<file path="config.mk">
export PLATFORM = sky130hd
export DESIGN_NAME = db9md_pad_scanner
export DESIGN_NICKNAME = d
export VERILOG_FILES = /design/src/rtl/db9md_pkg.sv /design/src/rtl/db9md_pad_decode.sv /design/src/rtl/db9md_pad_scanner.sv
export SDC_FILE = /design/constraint.sdc
export NUM_CORES = 1
export LEC_CHECK = 0
export BUFFER_PORTS_ARGS = -buffer_cell sky130_fd_sc_hd__buf_2
export CAP_MARGIN = 20
export CORE_AREA = 2 2 109 111
export DETAILED_ROUTE_END_ITERATION = 7
export DIE_AREA = 0 0 111 113
export GPL_ROUTABILITY_DRIVEN = 0
export HOLD_SLACK_MARGIN = 0.03
export PLACE_DENSITY = 0.5
export SLEW_MARGIN = 10
export SYNTH_ARGS = -nofsm -noshare
export SYNTH_HDL_FRONTEND = slang
export SYNTH_SLANG_ARGS = --single-unit
</file>
<file path="constraint.sdc">
create_clock -name clk_sys -period 5.1 [get_ports clk_sys]
set_input_delay 0 -clock clk_sys [delete_from_list [all_inputs] [get_ports clk_sys]]
set_output_delay 0 -clock clk_sys [all_outputs]
set_load 0.02 [all_outputs]
</file>
<file path="src/rtl/db9md_pkg.sv">
// Shared constants and types for the DB9 Mega Drive pad scanner.
// Bit positions follow the emu joystick word; pin positions follow joy_in.
package db9md_pkg;

    localparam int JB_R     = 32'd0;
    localparam int JB_L     = 32'd1;
    localparam int JB_D     = 32'd2;
    localparam int JB_U     = 32'd3;
    localparam int JB_B     = 32'd4;
    localparam int JB_C     = 32'd5;
    localparam int JB_A     = 32'd6;
    localparam int JB_START = 32'd7;
    localparam int JB_MODE  = 32'd8;
    localparam int JB_X     = 32'd9;
    localparam int JB_Y     = 32'd10;
    localparam int JB_Z     = 32'd11;

    localparam int PIN_UP    = 32'd0;
    localparam int PIN_DOWN  = 32'd1;
    localparam int PIN_LEFT  = 32'd2;
    localparam int PIN_RIGHT = 32'd3;
    localparam int PIN_6     = 32'd4;
    localparam int PIN_9     = 32'd5;

    localparam int NUM_PHASES = 32'd8;
    localparam int PHASE_W    = $clog2(NUM_PHASES);

    typedef enum logic {
        IDLE = 1'b0,
        SCAN = 1'b1
    } state_t;

    function automatic int max_int(input int a, input int b);
        return (a > b) ? a : b;
    endfunction

endpackage

</file>
<file path="src/rtl/db9md_pad_decode.sv">
// Per-pad shadow decoder: captures the fields each protocol phase exposes
// and presents the assembled word, masked to zero while no pad is detected.
module db9md_pad_decode
    import db9md_pkg::*;
(
    input  logic               clk_sys,
    input  logic               reset,
    input  logic               clear,
    input  logic               sample,
    input  logic [PHASE_W-1:0] phase,
    input  logic [5:0]         pins,
    output logic [15:0]        word,
    output logic               present,
    output logic               six_btn
);

    logic [11:0] btn_r;
    logic        present_r;
    logic        six_r;
    logic [5:0]  pressed_s;

    assign pressed_s = ~pins;

    // Shadow capture, one field group per protocol phase
    always_ff @(posedge clk_sys) begin
        if (reset) begin
            btn_r     <= 12'h000;
            present_r <= 1'b0;
            six_r     <= 1'b0;
        end else if (clear) begin
            btn_r     <= 12'h000;
            present_r <= 1'b0;
            six_r     <= 1'b0;
        end else if (sample) begin
            case (phase)
                3'd0: begin
                    btn_r[JB_U] <= pressed_s[PIN_UP];
                    btn_r[JB_D] <= pressed_s[PIN_DOWN];
                    btn_r[JB_L] <= pressed_s[PIN_LEFT];
                    btn_r[JB_R] <= pressed_s[PIN_RIGHT];
                    btn_r[JB_B] <= pressed_s[PIN_6];
                    btn_r[JB_C] <= pressed_s[PIN_9];
                end
                3'd1: begin
                    // A pad grounds left and right while select is low
                    present_r       <= pressed_s[PIN_LEFT] & pressed_s[PIN_RIGHT];
                    btn_r[JB_A]     <= pressed_s[PIN_6];
                    btn_r[JB_START] <= pressed_s[PIN_9];
                end
                3'd5: begin
                    six_r <= &pressed_s[3:0];
                end
                3'd6: begin
                    if (six_r) begin
                        btn_r[JB_Z]    <= pressed_s[PIN_UP];
                        btn_r[JB_Y]    <= pressed_s[PIN_DOWN];
                        btn_r[JB_X]    <= pressed_s[PIN_LEFT];
                        btn_r[JB_MODE] <= pressed_s[PIN_RIGHT];
                    end
                end
                default: begin
                    btn_r <= btn_r;
                end
            endcase
        end
    end

    assign word    = present_r ? {4'b0000, btn_r} : 16'h0000;
    assign present = present_r;
    assign six_btn = present_r & six_r;

endmodule

</file>
<file path="src/rtl/db9md_pad_scanner.sv">
// Time-shares one DB9 input bus between two Mega Drive pads: drives the
// select/mux lines through the 8-phase protocol and commits decoded words.
module db9md_pad_scanner
    import db9md_pkg::*;
#(
    parameter int STEP_CYCLES = 32'd500,
    parameter int IDLE_CYCLES = 32'd100000
)
(
    input  logic        clk_sys,
    input  logic        reset,
    input  logic        enable,
    input  logic [5:0]  joy_in,
    output logic        joy_mdsel,
    output logic        joy_split,
    output logic [15:0] joystick1,
    output logic [15:0] joystick2,
    output logic [1:0]  present,
    output logic [1:0]  six_btn,
    output logic        scan_done
);

    localparam int                 CNT_W      = $clog2(max_int(STEP_CYCLES, IDLE_CYCLES));
    localparam logic [CNT_W-1:0]   CNT_ZERO   = CNT_W'(32'd0);
    localparam logic [CNT_W-1:0]   CNT_ONE    = CNT_W'(32'd1);
    localparam logic [CNT_W-1:0]   STEP_LAST  = CNT_W'(STEP_CYCLES - 32'd1);
    localparam logic [CNT_W-1:0]   IDLE_LAST  = CNT_W'(IDLE_CYCLES - 32'd1);
    localparam logic [PHASE_W-1:0] PHASE_ZERO = PHASE_W'(32'd0);
    localparam logic [PHASE_W-1:0] PHASE_ONE  = PHASE_W'(32'd1);
    localparam logic [PHASE_W-1:0] PHASE_LAST = PHASE_W'(NUM_PHASES - 32'd1);

    logic [5:0]         sync1_r;
    logic [5:0]         sync2_r;

    state_t             state_r;
    state_t             state_nx_s;
    logic [CNT_W-1:0]   cnt_r;
    logic [CNT_W-1:0]   cnt_nx_s;
    logic [PHASE_W-1:0] phase_r;
    logic [PHASE_W-1:0] phase_nx_s;
    logic               sub_r;
    logic               sub_nx_s;
    logic               scan_start_s;
    logic               last_sample_s;
    logic               sample_s;

    logic               mdsel_r;
    logic               split_r;
    logic [15:0]        joy1_r;
    logic [15:0]        joy2_r;
    logic [1:0]         present_r;
    logic [1:0]         six_r;
    logic               done_r;
    logic               commit_r;

    logic [15:0]        word1_s;
    logic [15:0]        word2_s;
    logic               pres1_s;
    logic               pres2_s;
    logic               six1_s;
    logic               six2_s;

    // Two-flop synchronizer for the asynchronous pad pins (idle level high)
    always_ff @(posedge clk_sys) begin
        if (reset) begin
            sync1_r <= 6'h3F;
            sync2_r <= 6'h3F;
        end else begin
            sync1_r <= joy_in;
            sync2_r <= sync1_r;
        end
    end

    // Scan sequencer state register
    always_ff @(posedge clk_sys) begin
        if (reset) begin
            state_r <= IDLE;
            cnt_r   <= CNT_ZERO;
            phase_r <= PHASE_ZERO;
            sub_r   <= 1'b0;
        end else begin
            state_r <= state_nx_s;
            cnt_r   <= cnt_nx_s;
            phase_r <= phase_nx_s;
            sub_r   <= sub_nx_s;
        end
    end

    // Scan sequencer next state: idle timer, then 8 phases x 2 pad windows
    always_comb begin
        state_nx_s    = state_r;
        cnt_nx_s      = cnt_r;
        phase_nx_s    = phase_r;
        sub_nx_s      = sub_r;
        scan_start_s  = 1'b0;
        last_sample_s = 1'b0;
        if (!enable) begin
            state_nx_s = IDLE;
            cnt_nx_s   = CNT_ZERO;
            phase_nx_s = PHASE_ZERO;
            sub_nx_s   = 1'b0;
        end else begin
            case (state_r)
                IDLE: begin
                    if (cnt_r == IDLE_LAST) begin
                        state_nx_s   = SCAN;
                        cnt_nx_s     = CNT_ZERO;
                        phase_nx_s   = PHASE_ZERO;
                        sub_nx_s     = 1'b0;
                        scan_start_s = 1'b1;
                    end else begin
                        cnt_nx_s = cnt_r + CNT_ONE;
                    end
                end
                SCAN: begin
                    if (cnt_r != STEP_LAST) begin
                        cnt_nx_s = cnt_r + CNT_ONE;
                    end else if (!sub_r) begin
                        cnt_nx_s = CNT_ZERO;
                        sub_nx_s = 1'b1;
                    end else if (phase_r != PHASE_LAST) begin
                        cnt_nx_s   = CNT_ZERO;
                        sub_nx_s   = 1'b0;
                        phase_nx_s = phase_r + PHASE_ONE;
                    end else begin
                        state_nx_s    = IDLE;
                        cnt_nx_s      = CNT_ZERO;
                        sub_nx_s      = 1'b0;
                        phase_nx_s    = PHASE_ZERO;
                        last_sample_s = 1'b1;
                    end
                end
                default: begin
                    state_nx_s = IDLE;
                    cnt_nx_s   = CNT_ZERO;
                    phase_nx_s = PHASE_ZERO;
                    sub_nx_s   = 1'b0;
                end
            endcase
        end
    end

    // The synchronized bus is stable by the last cycle of each window
    assign sample_s = (state_r == SCAN) && (cnt_r == STEP_LAST) && enable;

    db9md_pad_decode u_pad1 (
        .clk_sys (clk_sys),
        .reset   (reset),
        .clear   (scan_start_s),
        .sample  (sample_s & ~sub_r),
        .phase   (phase_r),
        .pins    (sync2_r),
        .word    (word1_s),
        .present (pres1_s),
        .six_btn (six1_s)
    );

    db9md_pad_decode u_pad2 (
        .clk_sys (clk_sys),
        .reset   (reset),
        .clear   (scan_start_s),
        .sample  (sample_s & sub_r),
        .phase   (phase_r),
        .pins    (sync2_r),
        .word    (word2_s),
        .present (pres2_s),
        .six_btn (six2_s)
    );

    // Registered pad lines and atomic commit of the decoded shadows
    always_ff @(posedge clk_sys) begin
        if (reset) begin
            mdsel_r   <= 1'b1;
            split_r   <= 1'b0;
            joy1_r    <= 16'h0000;
            joy2_r    <= 16'h0000;
            present_r <= 2'b00;
            six_r     <= 2'b00;
            done_r    <= 1'b0;
            commit_r  <= 1'b0;
        end else begin
            mdsel_r  <= (state_nx_s == SCAN) ? ~phase_nx_s[0] : 1'b1;
            split_r  <= (state_nx_s == SCAN) ? sub_nx_s : 1'b0;
            commit_r <= last_sample_s;
            done_r   <= commit_r & enable;
            if (!enable) begin
                // Dropping out of SNAC mode must not leave buttons held
                joy1_r    <= 16'h0000;
                joy2_r    <= 16'h0000;
                present_r <= 2'b00;
                six_r     <= 2'b00;
            end else if (commit_r) begin
                joy1_r    <= word1_s;
                joy2_r    <= word2_s;
                present_r <= {pres2_s, pres1_s};
                six_r     <= {six2_s, six1_s};
            end
        end
    end

    assign joy_mdsel = mdsel_r;
    assign joy_split = split_r;
    assign joystick1 = joy1_r;
    assign joystick2 = joy2_r;
    assign present   = present_r;
    assign six_btn   = six_r;
    assign scan_done = done_r;

endmodule

</file>
# ---- After elaboration in Yosys (flattened, before gate mapping)
# Cells that the tools add are included.
dict set report op_classes {
  add_sub_neg 2
  n_eq_ne 10
  mux 25
  n_bitwise 12
  reduce_logical 17
}
# op n
set op_table {}
lappend op_table {{$mux 17} 2}
lappend op_table {{$pmux 17 s2} 1}
lappend op_table {{$mux 12} 2}
lappend op_table {{$add 17x1->17 const B} 1}
lappend op_table {{$eq 17x17->1 const B} 1}
lappend op_table {{$eq 17x9->1 const B} 1}
lappend op_table {{$ne 17x9->1 const B} 1}
lappend op_table {{$mux 1} 13}
lappend op_table {{$mux 3} 4}
lappend op_table {{$reduce_and 2->1} 6}
lappend op_table {{$reduce_and 3->1} 3}
lappend op_table {{$and 1x1->1} 6}
lappend op_table {{$eq 3x3->1 const B} 2}
lappend op_table {{$not 6->6} 1}
lappend op_table {{$pmux 3 s2} 1}
lappend op_table {{$reduce_or 2->1} 3}
lappend op_table {{$not 1->1} 5}
lappend op_table {{$reduce_or 5->1} 1}
lappend op_table {{$ne 2x2->1 const B} 2}
lappend op_table {{$pmux 1 s2} 2}
lappend op_table {{$reduce_and 4->1} 1}
lappend op_table {{$add 3x1->3 const B} 1}
lappend op_table {{$eq 3x1->1 const B} 1}
lappend op_table {{$logic_not 3->1} 1}
lappend op_table {{other kinds (3)} 4}
dict set report word_totals {
  register_bits 102
  in_bits 9
  out_inout_bits 39
  wordCells 91
}

# ---- Depth between registers and ports, before layout
# Gate-level depths: netlist of the first run.
dict set report logic_depth {
  ltp_word 8
  mapped_depth 7
  mapped_depth_nobuf 6
}

# ---- Modules after synthesis
# From an unflattened synthesis of the first run, not the netlist that was laid out.
dict set report unflattened {
  hier_cells 412
  area_unflattened_um2 4127.7
}
# module instances cells_per_inst area_per_inst_um2 seq_area_each_um2
set by_module_without_submodules {}
lappend by_module_without_submodules {db9md_pad_scanner 1 268 2733.9 1481.4}
lappend by_module_without_submodules {db9md_pad_decode 2 72 696.9 280.3}

# ---- Least setup slack after synthesis of the first run
# Ideal clock, no wire load.
dict set report synth_timing {
  path_kind {register to register}
  startpoint {reg cnt_r[0]}
  endpoint {reg mdsel_r (netlist: joy_mdsel)}
  setup_time_ps 115
  arrival_ps 2158
  required_time_ps 4985
  path_slack_ps 2828
  path_stages_with_launch 6
  n_path_buf 0
  synth_period_minus_slack_ps 2272
  cell_sequence {dfxtp_1 > ha_1 > nor4b_1 > nand2_1 > or4_1 > o21a_1}
}
dict set report synth_via {
  elab_chain_cells 6
  word_cells_on_any_way 13
  cone_classes {eq/ne: 2; mux: 8; bitwise: 2; reduce/logical: 1}
}
# item line
set synth_lines {}
lappend synth_lines {{start, declared} db9md_pad_scanner.sv:37} ;# logic [CNT_W-1:0] cnt_r;
lappend synth_lines {{start signal, assigned} db9md_pad_scanner.sv:83} ;# cnt_r <= cnt_nx_s;
lappend synth_lines {{$ne 17x9->1 or $eq 17x17->1 (tied branches)} {db9md_pad_scanner.sv:116, db9md_pad_scanner.sv:105}}
lappend synth_lines {{$mux 1, on equally long branches} {db9md_pad_scanner.sv:116, db9md_pad_scanner.sv:105}}
lappend synth_lines {{$pmux 1 s2} db9md_pad_scanner.sv:103} ;# case (state_r)
lappend synth_lines {{$mux 1} db9md_pad_scanner.sv:97} ;# if (!enable) begin
lappend synth_lines {{$not 1->1 (no line)} --}
lappend synth_lines {{$reduce_or 2->1 (no line)} --}
lappend synth_lines {{end signal, assigned} db9md_pad_scanner.sv:182} ;# mdsel_r <= (state_nx_s == SCAN) ? ~phase_nx_s[0] : 1'b1;
lappend synth_lines {{end, declared} db9md_pad_scanner.sv:47} ;# logic mdsel_r;
# Several ways; a longest one is shown, not always the timed one. The select of a mux whose other input is x is not followed.
# A chain may end at the register's enable or synchronous reset.

# ---- Final worst setup path of the first run
dict set report layout_timing {
  startpoint {reg cnt_r[0]}
  endpoint {reg u_pad2.btn_r[3]}
}
dict set report layout_via {
  elab_chain_cells 5
  word_cells_on_any_way 10
  cone_classes {eq/ne: 2; mux: 3; bitwise: 1; reduce/logical: 4}
}
# item line
set layout_lines {}
lappend layout_lines {{$eq 17x17->1 or $eq 17x9->1 (tied branches)} {db9md_pad_scanner.sv:105, db9md_pad_scanner.sv:144}}
lappend layout_lines {{$mux 1 or $logic_and 1x1->1 (tied branches)} {db9md_pad_scanner.sv:105, db9md_pad_scanner.sv:144}}
lappend layout_lines {{$mux 1 or $logic_and 1x1->1 (tied branches)} {db9md_pad_scanner.sv:103, db9md_pad_scanner.sv:144}}
lappend layout_lines {{$mux 1 or $and 1x1->1 (tied branches)} {db9md_pad_scanner.sv:97, db9md_pad_scanner.sv:162}}
lappend layout_lines {{$reduce_or 2->1 (no line) or $reduce_and 2->1 (tied branches)} --}
lappend layout_lines {{end signal, assigned by index} db9md_pad_decode.sv:57} ;# btn_r[JB_X] <= pressed_s[PIN_LEFT];
lappend layout_lines {{end signal, assigned by index} db9md_pad_decode.sv:58} ;# btn_r[JB_MODE] <= pressed_s[PIN_RIGHT];
lappend layout_lines {{end signal, assigned} db9md_pad_decode.sv:62} ;# btn_r <= btn_r;
lappend layout_lines {{end, declared} db9md_pad_decode.sv:17} ;# logic [11:0] btn_r;
# Several ways; a longest one is shown, not always the timed one.

==> flow_summary.toml, run 1 <==
[timing]
period_share = 0.5540
skew_ns = 0.008762
clock.fmax_mhz = 354.0
fin_crit_ns = 2.825
tightest_slew_ns = 0.9760
rsz0062_at_grt = "false"
setup_viol = 0
hold_violations = 0
final.setup.tns_ns = 0
slew_viol_final = 0
maxSlewHeadroom = 0.3402

[final_layout]
drive_above_1_share = 0.1619
antenna_cells = 0
nets = 467
fill_cells = 1134
syn2layout_area_growth_pct = 15.18
multi_input_area_um2 = 1767
ff_latch_area_um2 = 1882
design_area_um2 = 4452

[synth]
synth_area_um2 = 3865
synth_area_leaders = "dfxtp_1, a21oi_1, nand3_1"
syn_avg_cell_area_um2 = 9.137
synth_top_area_frac = 0.4869
synth_top_flop_cell = "dfxtp_1"
synth_edf_count = 0
synth_cell_types = 46
syn_inst = 423
synth.largest_area_cell = "dfxtp_1"
seq_area_frac_synth = 0.4869
yosys-top-cells-count = "dfxtp_1, a21oi_1, nand3_1"
yosysMostFrequentCell = "dfxtp_1"
ys_ff_latch = 94
yosysWarnings = 0
async_flop_share = 0

[power_and_ir_drop]
share_comb_of_total_power = 0.024
leakage_nw = 1.510
switchingPower_uw = 304.6
clkPwrFrac = 0.450
swShare = 0.2154
vdd_ir_drop_max_uv = 124.9
internal_power_mw = 1.110
p_seq_frac = 0.526
powerDensity_nw_per_um2 = 317.7

[cts]
cts_resized = 0
cts_tree = "yes"
clock-root-buffer = "clkbuf_16"
clk_pin_slew_worst_paths_ns = 0.07
h-tree-depth = 3
clkLatencyLatePin_ns = 0.34
cts_inserted_buffers = 9
cts_setup_buffers = 0
clock_path_buffers = 2
cts.sinks = 94

[detailed_routing]
vias = 3118
viasPerCell = 5.197
first_iter_violations = 173
drc = 0
wire_per_inst_um = 14.76
routed_wl_um = 8855
detail-route-antenna-nets = 0
firstDrtPassIters = 5

[status]
status = "completed"

[global_route]
grt_pass1_vias = 2955
overflow = 0
grt_max_degree = 55
grt_pass1_wl_um = 14900
antenna_found_initial = 0
gr-usage-all-layers = 0.1463

[worst_hold_path]
holdPathStages = 2
hp-start = "enable"
whs_endpoint = "scan_done$_SDFF_PP0_"
hp-class = "input pin to flip-flop"

[die]
die_area_um2 = 12540
fp.dieW_um = 111
core_area_um2 = 11270
die_h_um = 113
fp-row-count = 39
initial_core_util = 0.3429
pin_count = 48

[critical_path]
reg2reg_to = "u_pad2.btn_r[3]$_SDFFE_PP0P_"
critPathCaptureType = "flip-flop"
reg2reg_depth = 5
crit_fanout = 20
start_kind = "flip-flop"
critPathRequiredTime_ns = 5.31
crit_type = "flip-flop to flip-flop"
reg2reg_slack_ns = 2.27
arrival_ns = 3.03
reg2reg_from = "cnt_r[0]$_SDFF_PP0_"

[place]
placed_cell_area_um2 = 4090
io_buffers = 39
hpwl_um = 5997

[run]
max_cap_violations = 0
==> power by group through the flow <==
stage	combinational, mW	sequential, mW	clock (mW)
after floorplan	0.0270	0.758	0
after global placement	0.0287	0.761	0
after detailed placement	0.0292	0.761	0
after CTS	0.0325	0.744	0.659
after global routing	0.0371	0.744	0.693
final	0.0338	0.744	0.636
==> routing by layer <==
metal	vias to the layer above	GRT usage	wire, um	part of all wire
li1	1575	-	-	-
met1	1470	0.1963	4398	0.50
met2	65	0.2327	4013	0.45
met3	8	0.02517	324	0.037
met4	0	0.06500	118	0.013
met5	-	0	0	0
==> worst max-delay path: stages, from the launching register on <==
cell and delay (ns):
dfxtp_1 0.37, ha_1 0.23, nor4b_1 0.81, and4b_1 0.80, and3_1 0.38, a211oi_1 0.11
==> stage by stage <==
stage          hold slack (ns)  total power, mW  setup WS [ns]  utilization  cells
6_report               0.04109            1.414          2.275       0.3949    600
4_1_cts                0.03446            1.435          2.235       0.3936    599
2_1_floorplan           0.1038           0.7852          2.828            -    430
3_3_place_gp            0.1875           0.7895          2.334       0.3629    577
5_1_grt                0.04271            1.474          2.026       0.3949    600
3_5_place_dp            0.1858           0.7900          2.262       0.3629    577
==> worst max path at each step <==
stage,startpoint,end,slack (ns)
global placement,cnt_r[13]$_SDFF_PP0_,u_pad2.btn_r[5]$_SDFFE_PP0P_,2.33
global route,cnt_r[0]$_SDFF_PP0_,cnt_r[7]$_SDFF_PP0_,2.03
CTS,cnt_r[0]$_SDFF_PP0_,u_pad2.btn_r[3]$_SDFFE_PP0P_,2.23
finish,cnt_r[0]$_SDFF_PP0_,u_pad2.btn_r[3]$_SDFFE_PP0P_,2.27
floorplan,cnt_r[0]$_SDFF_PP0_,joy_mdsel$_SDFF_PP1_,2.83
detailed placement,cnt_r[0]$_SDFF_PP0_,u_pad2.btn_r[3]$_SDFFE_PP0P_,2.26
==> cell families (layout without fill, tap and decap cells) <==
kind of cell / count (synthesis) / after routing / synth area share
flip-flops: 94 / 94 / 0.4869
XOR/XNOR: 12 / 12 / 0.02719
adder cells (fa/ha/maj): 6 / 6 / 0.01942
other: 1 / 8 / 0.0009703
AO/OA/AOI/OAI: 103 / 103 / 0.1687
AND/OR/NAND/NOR: 155 / 155 / 0.2289
multiplexers: 2 / 2 / 0.005180
buffers and inverters: 50 / 77 / 0.06280
==> layout by cell type, fill, tap and decap left out, drive strengths merged, types with 7 or more instances in the layout <==
cell,count
or3,11
a211oi,9
nand3,33
and3,8
buf,43
inv,13
dfxtp,94
o21ai,15
nand4,13
a21oi,41
or2,12
nor2,23
nand2b,26
xnor2,7
a311oi,8
clkbuf,12
a31oi,16
conb,8
==> final cells by class <==
class,instances,share of cell area
inverter,12,0.01012
clock inverter,4,0.006745
multi-input combinational,286,0.3969
tap,143,0.04019
timing repair buffer,49,0.06577
clock buffer,12,0.05762
sequential,94,0.4227
==> flip-flops by register name, summed over array words and instances, names as in the netlist <==
name,cells
state_r,1
u_pad1.btn_r,12
u_pad2.btn_r,12
joystick2,12
sync2_r,6
u_pad2.six_r,1
joy_split,1
u_pad1.six_r,1
cnt_r,17
six_btn,2
phase_r,3
sync1_r,6
present,2
sub_r,1
joy_mdsel,1
u_pad1.present,1
u_pad2.present,1
commit_r,1
scan_done,1
joystick1,12
==> repair_timing <==
item                                    in CTS  in global routing
endpoints found under the setup margin       0                  0
hold buffers                                 6                  0
endpoints found under the hold margin        6                  0
No activity file was read; power rests on OpenSTA's default activity.
==> run 2, diff against run 1 <==
- clock period: 5.1 -> 2.88 ns (I/O delays scaled with it)
==> flow_summary.toml, run 2 (synthesis results as in run 1) <==
[run]
max_cap_violations = 0

[final_layout]
multi_input_area_um2 = 1767
layout_common_cells = "dfxtp_1, a21oi_1, buf_2"
drive_above_1_share = 0.1724
largest_reg_flops = 17
syn2layout_area_growth_pct = 17.68
nets = 474
fill_cells = 1135
ff_latch_area_um2 = 1882
antenna_cells = 0
largest-register = "cnt_r"
post-route-util = 0.4035
fin_cells = 607
layout_commonest_cell = "dfxtp_1"

[timing]
final.setup.tns_ns = 0
clock.fmax_mhz = 424.9
maxSlewHeadroom = 0.5483
skew_ns = 0.006135
setup_viol = 0
period_share = 0.8172
tightest_slew_ns = 0.6775
timing.final.ws_setup_ns = 0.5264
hold_violations = 0
rsz0062_at_grt = "false"
fin_crit_ns = 2.354
slew_viol_final = 0

[power_and_ir_drop]
leakage_nw = 1.568
report.power.total_mw = 2.683
vdd_ir_drop_max_uv = 321.0
powerDensity_nw_per_um2 = 590.0

[critical_path]
arrival_ns = 2.55
cpMaxStageDelayCell = "or4_1"
worst_path_largest_cell_delay_ns = 0.68
start_kind = "flip-flop"
crit_end = "u_pad1.btn_r[3]$_SDFFE_PP0P_"
critPathCaptureType = "flip-flop"
reg2reg_slack_ns = 0.53
critPathRequiredTime_ns = 3.07
cp_common_cell = "or4_1"
cp_cell_sequence = "or4_1 -> or4_1 -> o31ai_4 -> buf_4 -> a311oi_1"
crit_type = "flip-flop to flip-flop"
reg2reg_depth = 5
reg2reg_to = "u_pad1.btn_r[3]$_SDFFE_PP0P_"
crit_start = "cnt_r[13]$_SDFF_PP0_"
reg2reg_from = "cnt_r[13]$_SDFF_PP0_"
crit_fanout = 28

[global_route]
gr-usage-all-layers = 0.1470
grt_max_degree = 56
antenna_found_initial = 0
overflow = 0
grt_pass1_vias = 2979
grt_pass1_wl_um = 14780

[detailed_routing]
detail-route-antenna-nets = 0
routed_wl_um = 8967
vias = 3139
firstDrtPassIters = 4
first_iter_violations = 191
wire_per_inst_um = 14.77
drc = 0
viasPerCell = 5.171

[cts]
h-tree-depth = 3
cts_resized = 0
clk_pin_slew_worst_paths_ns = 0.06
clock_path_buffers = 2
clock-root-buffer = "clkbuf_16"
clkLatencyLatePin_ns = 0.34
cts.sinks = 94
cts_inserted_buffers = 9
cts_tree = "yes"

[worst_hold_path]
hp-start = "reset"
hp-class = "input pin to flip-flop"

[die]
pin_count = 48
initial_core_util = 0.3429
core_area_um2 = 11270
die_area_um2 = 12540
fp-row-count = 39
fp.dieW_um = 111
die_h_um = 113

[status]
status = "completed"

[place]
pre_cts_slack_ns = 0.5256
hpwl_um = 6140
dp_cells = 584
io_buffers = 39
run 2: cell count changes in the layout (fill, tap and decap cells not counted):
| cell | previous run | this run |
|---|---|---|
| clkinvlp_4 | 1 | 0 |
| inv_6 | 1 | 0 |
| buf_8 | 1 | 0 |
| bufinv_16 | 0 | 2 |
| buf_4 | 3 | 10 |
| clkinv_4 | 1 | 0 |
| dlygate4sd3_1 | 6 | 7 |
| clkbuf_8 | 2 | 3 |
run 2: what timing repair did:
action,in CTS,in global routing
buffers inserted,0,0
hold endpoints to repair,7,0
setup endpoints to repair,0,0
hold buffers,7,0
run 2: where the power goes:
group,total [mW],internal [mW],switching [mW]
clock,1.31,0.830,0.476
combinational,0.0596,0.0212,0.0384
sequential,1.32,1.31,0.00851
total,2.68,2.16,0.523
run 2: cell type report:
class,instances,area share
Sequential cell,94,0.4138
Multi-Input combinational cell,286,0.3884
Timing Repair Buffer,56,0.07483
Clock buffer,13,0.05942
Tap cell,143,0.03934
Clock inverter,3,0.01431
Inverter,12,0.009904
run 2: worst max-delay path: cells and delay by family (launching register included):
kind / cells / cell delay, ns
flops: 1 / 0.36
buf+inv: 1 / 0.34
compound gates: 2 / 0.29
simple gates: 2 / 1.21
run 2: how the worst min path moves through the flow:
stage / to / slack [ns] / cells past startpoint
floorplan: sync1_r[0]$_SDFF_PP1_ / 0.10 / 1
detailed placement: sync1_r[1]$_SDFF_PP1_ / 0.19 / 2
global placement: sync1_r[3]$_SDFF_PP1_ / 0.19 / 2
finish: sync2_r[5]$_SDFF_PP1_ / 0.04 / 2
global route: sync2_r[5]$_SDFF_PP1_ / 0.07 / 2
CTS: sync2_r[5]$_SDFF_PP1_ / 0.04 / 2
run 2: per-stage QoR:
step / hold WS (ns) / cell area (um2)
final: 0.04176 / 4548
after global routing: 0.06665 / 4548
after detailed placement: 0.1880 / 4143
after global placement: 0.1905 / 4143
after floorplan: 0.1038 / 3891
after CTS: 0.04200 / 4548
run 2: layer usage:
metal  wire, um  up-vias  GRT usage
li1           -     1585          -
met1       4324     1473     0.1890
met2       3997       65     0.2270
met3        402       16    0.04071
met4        242        0    0.07583
met5          0        -          0
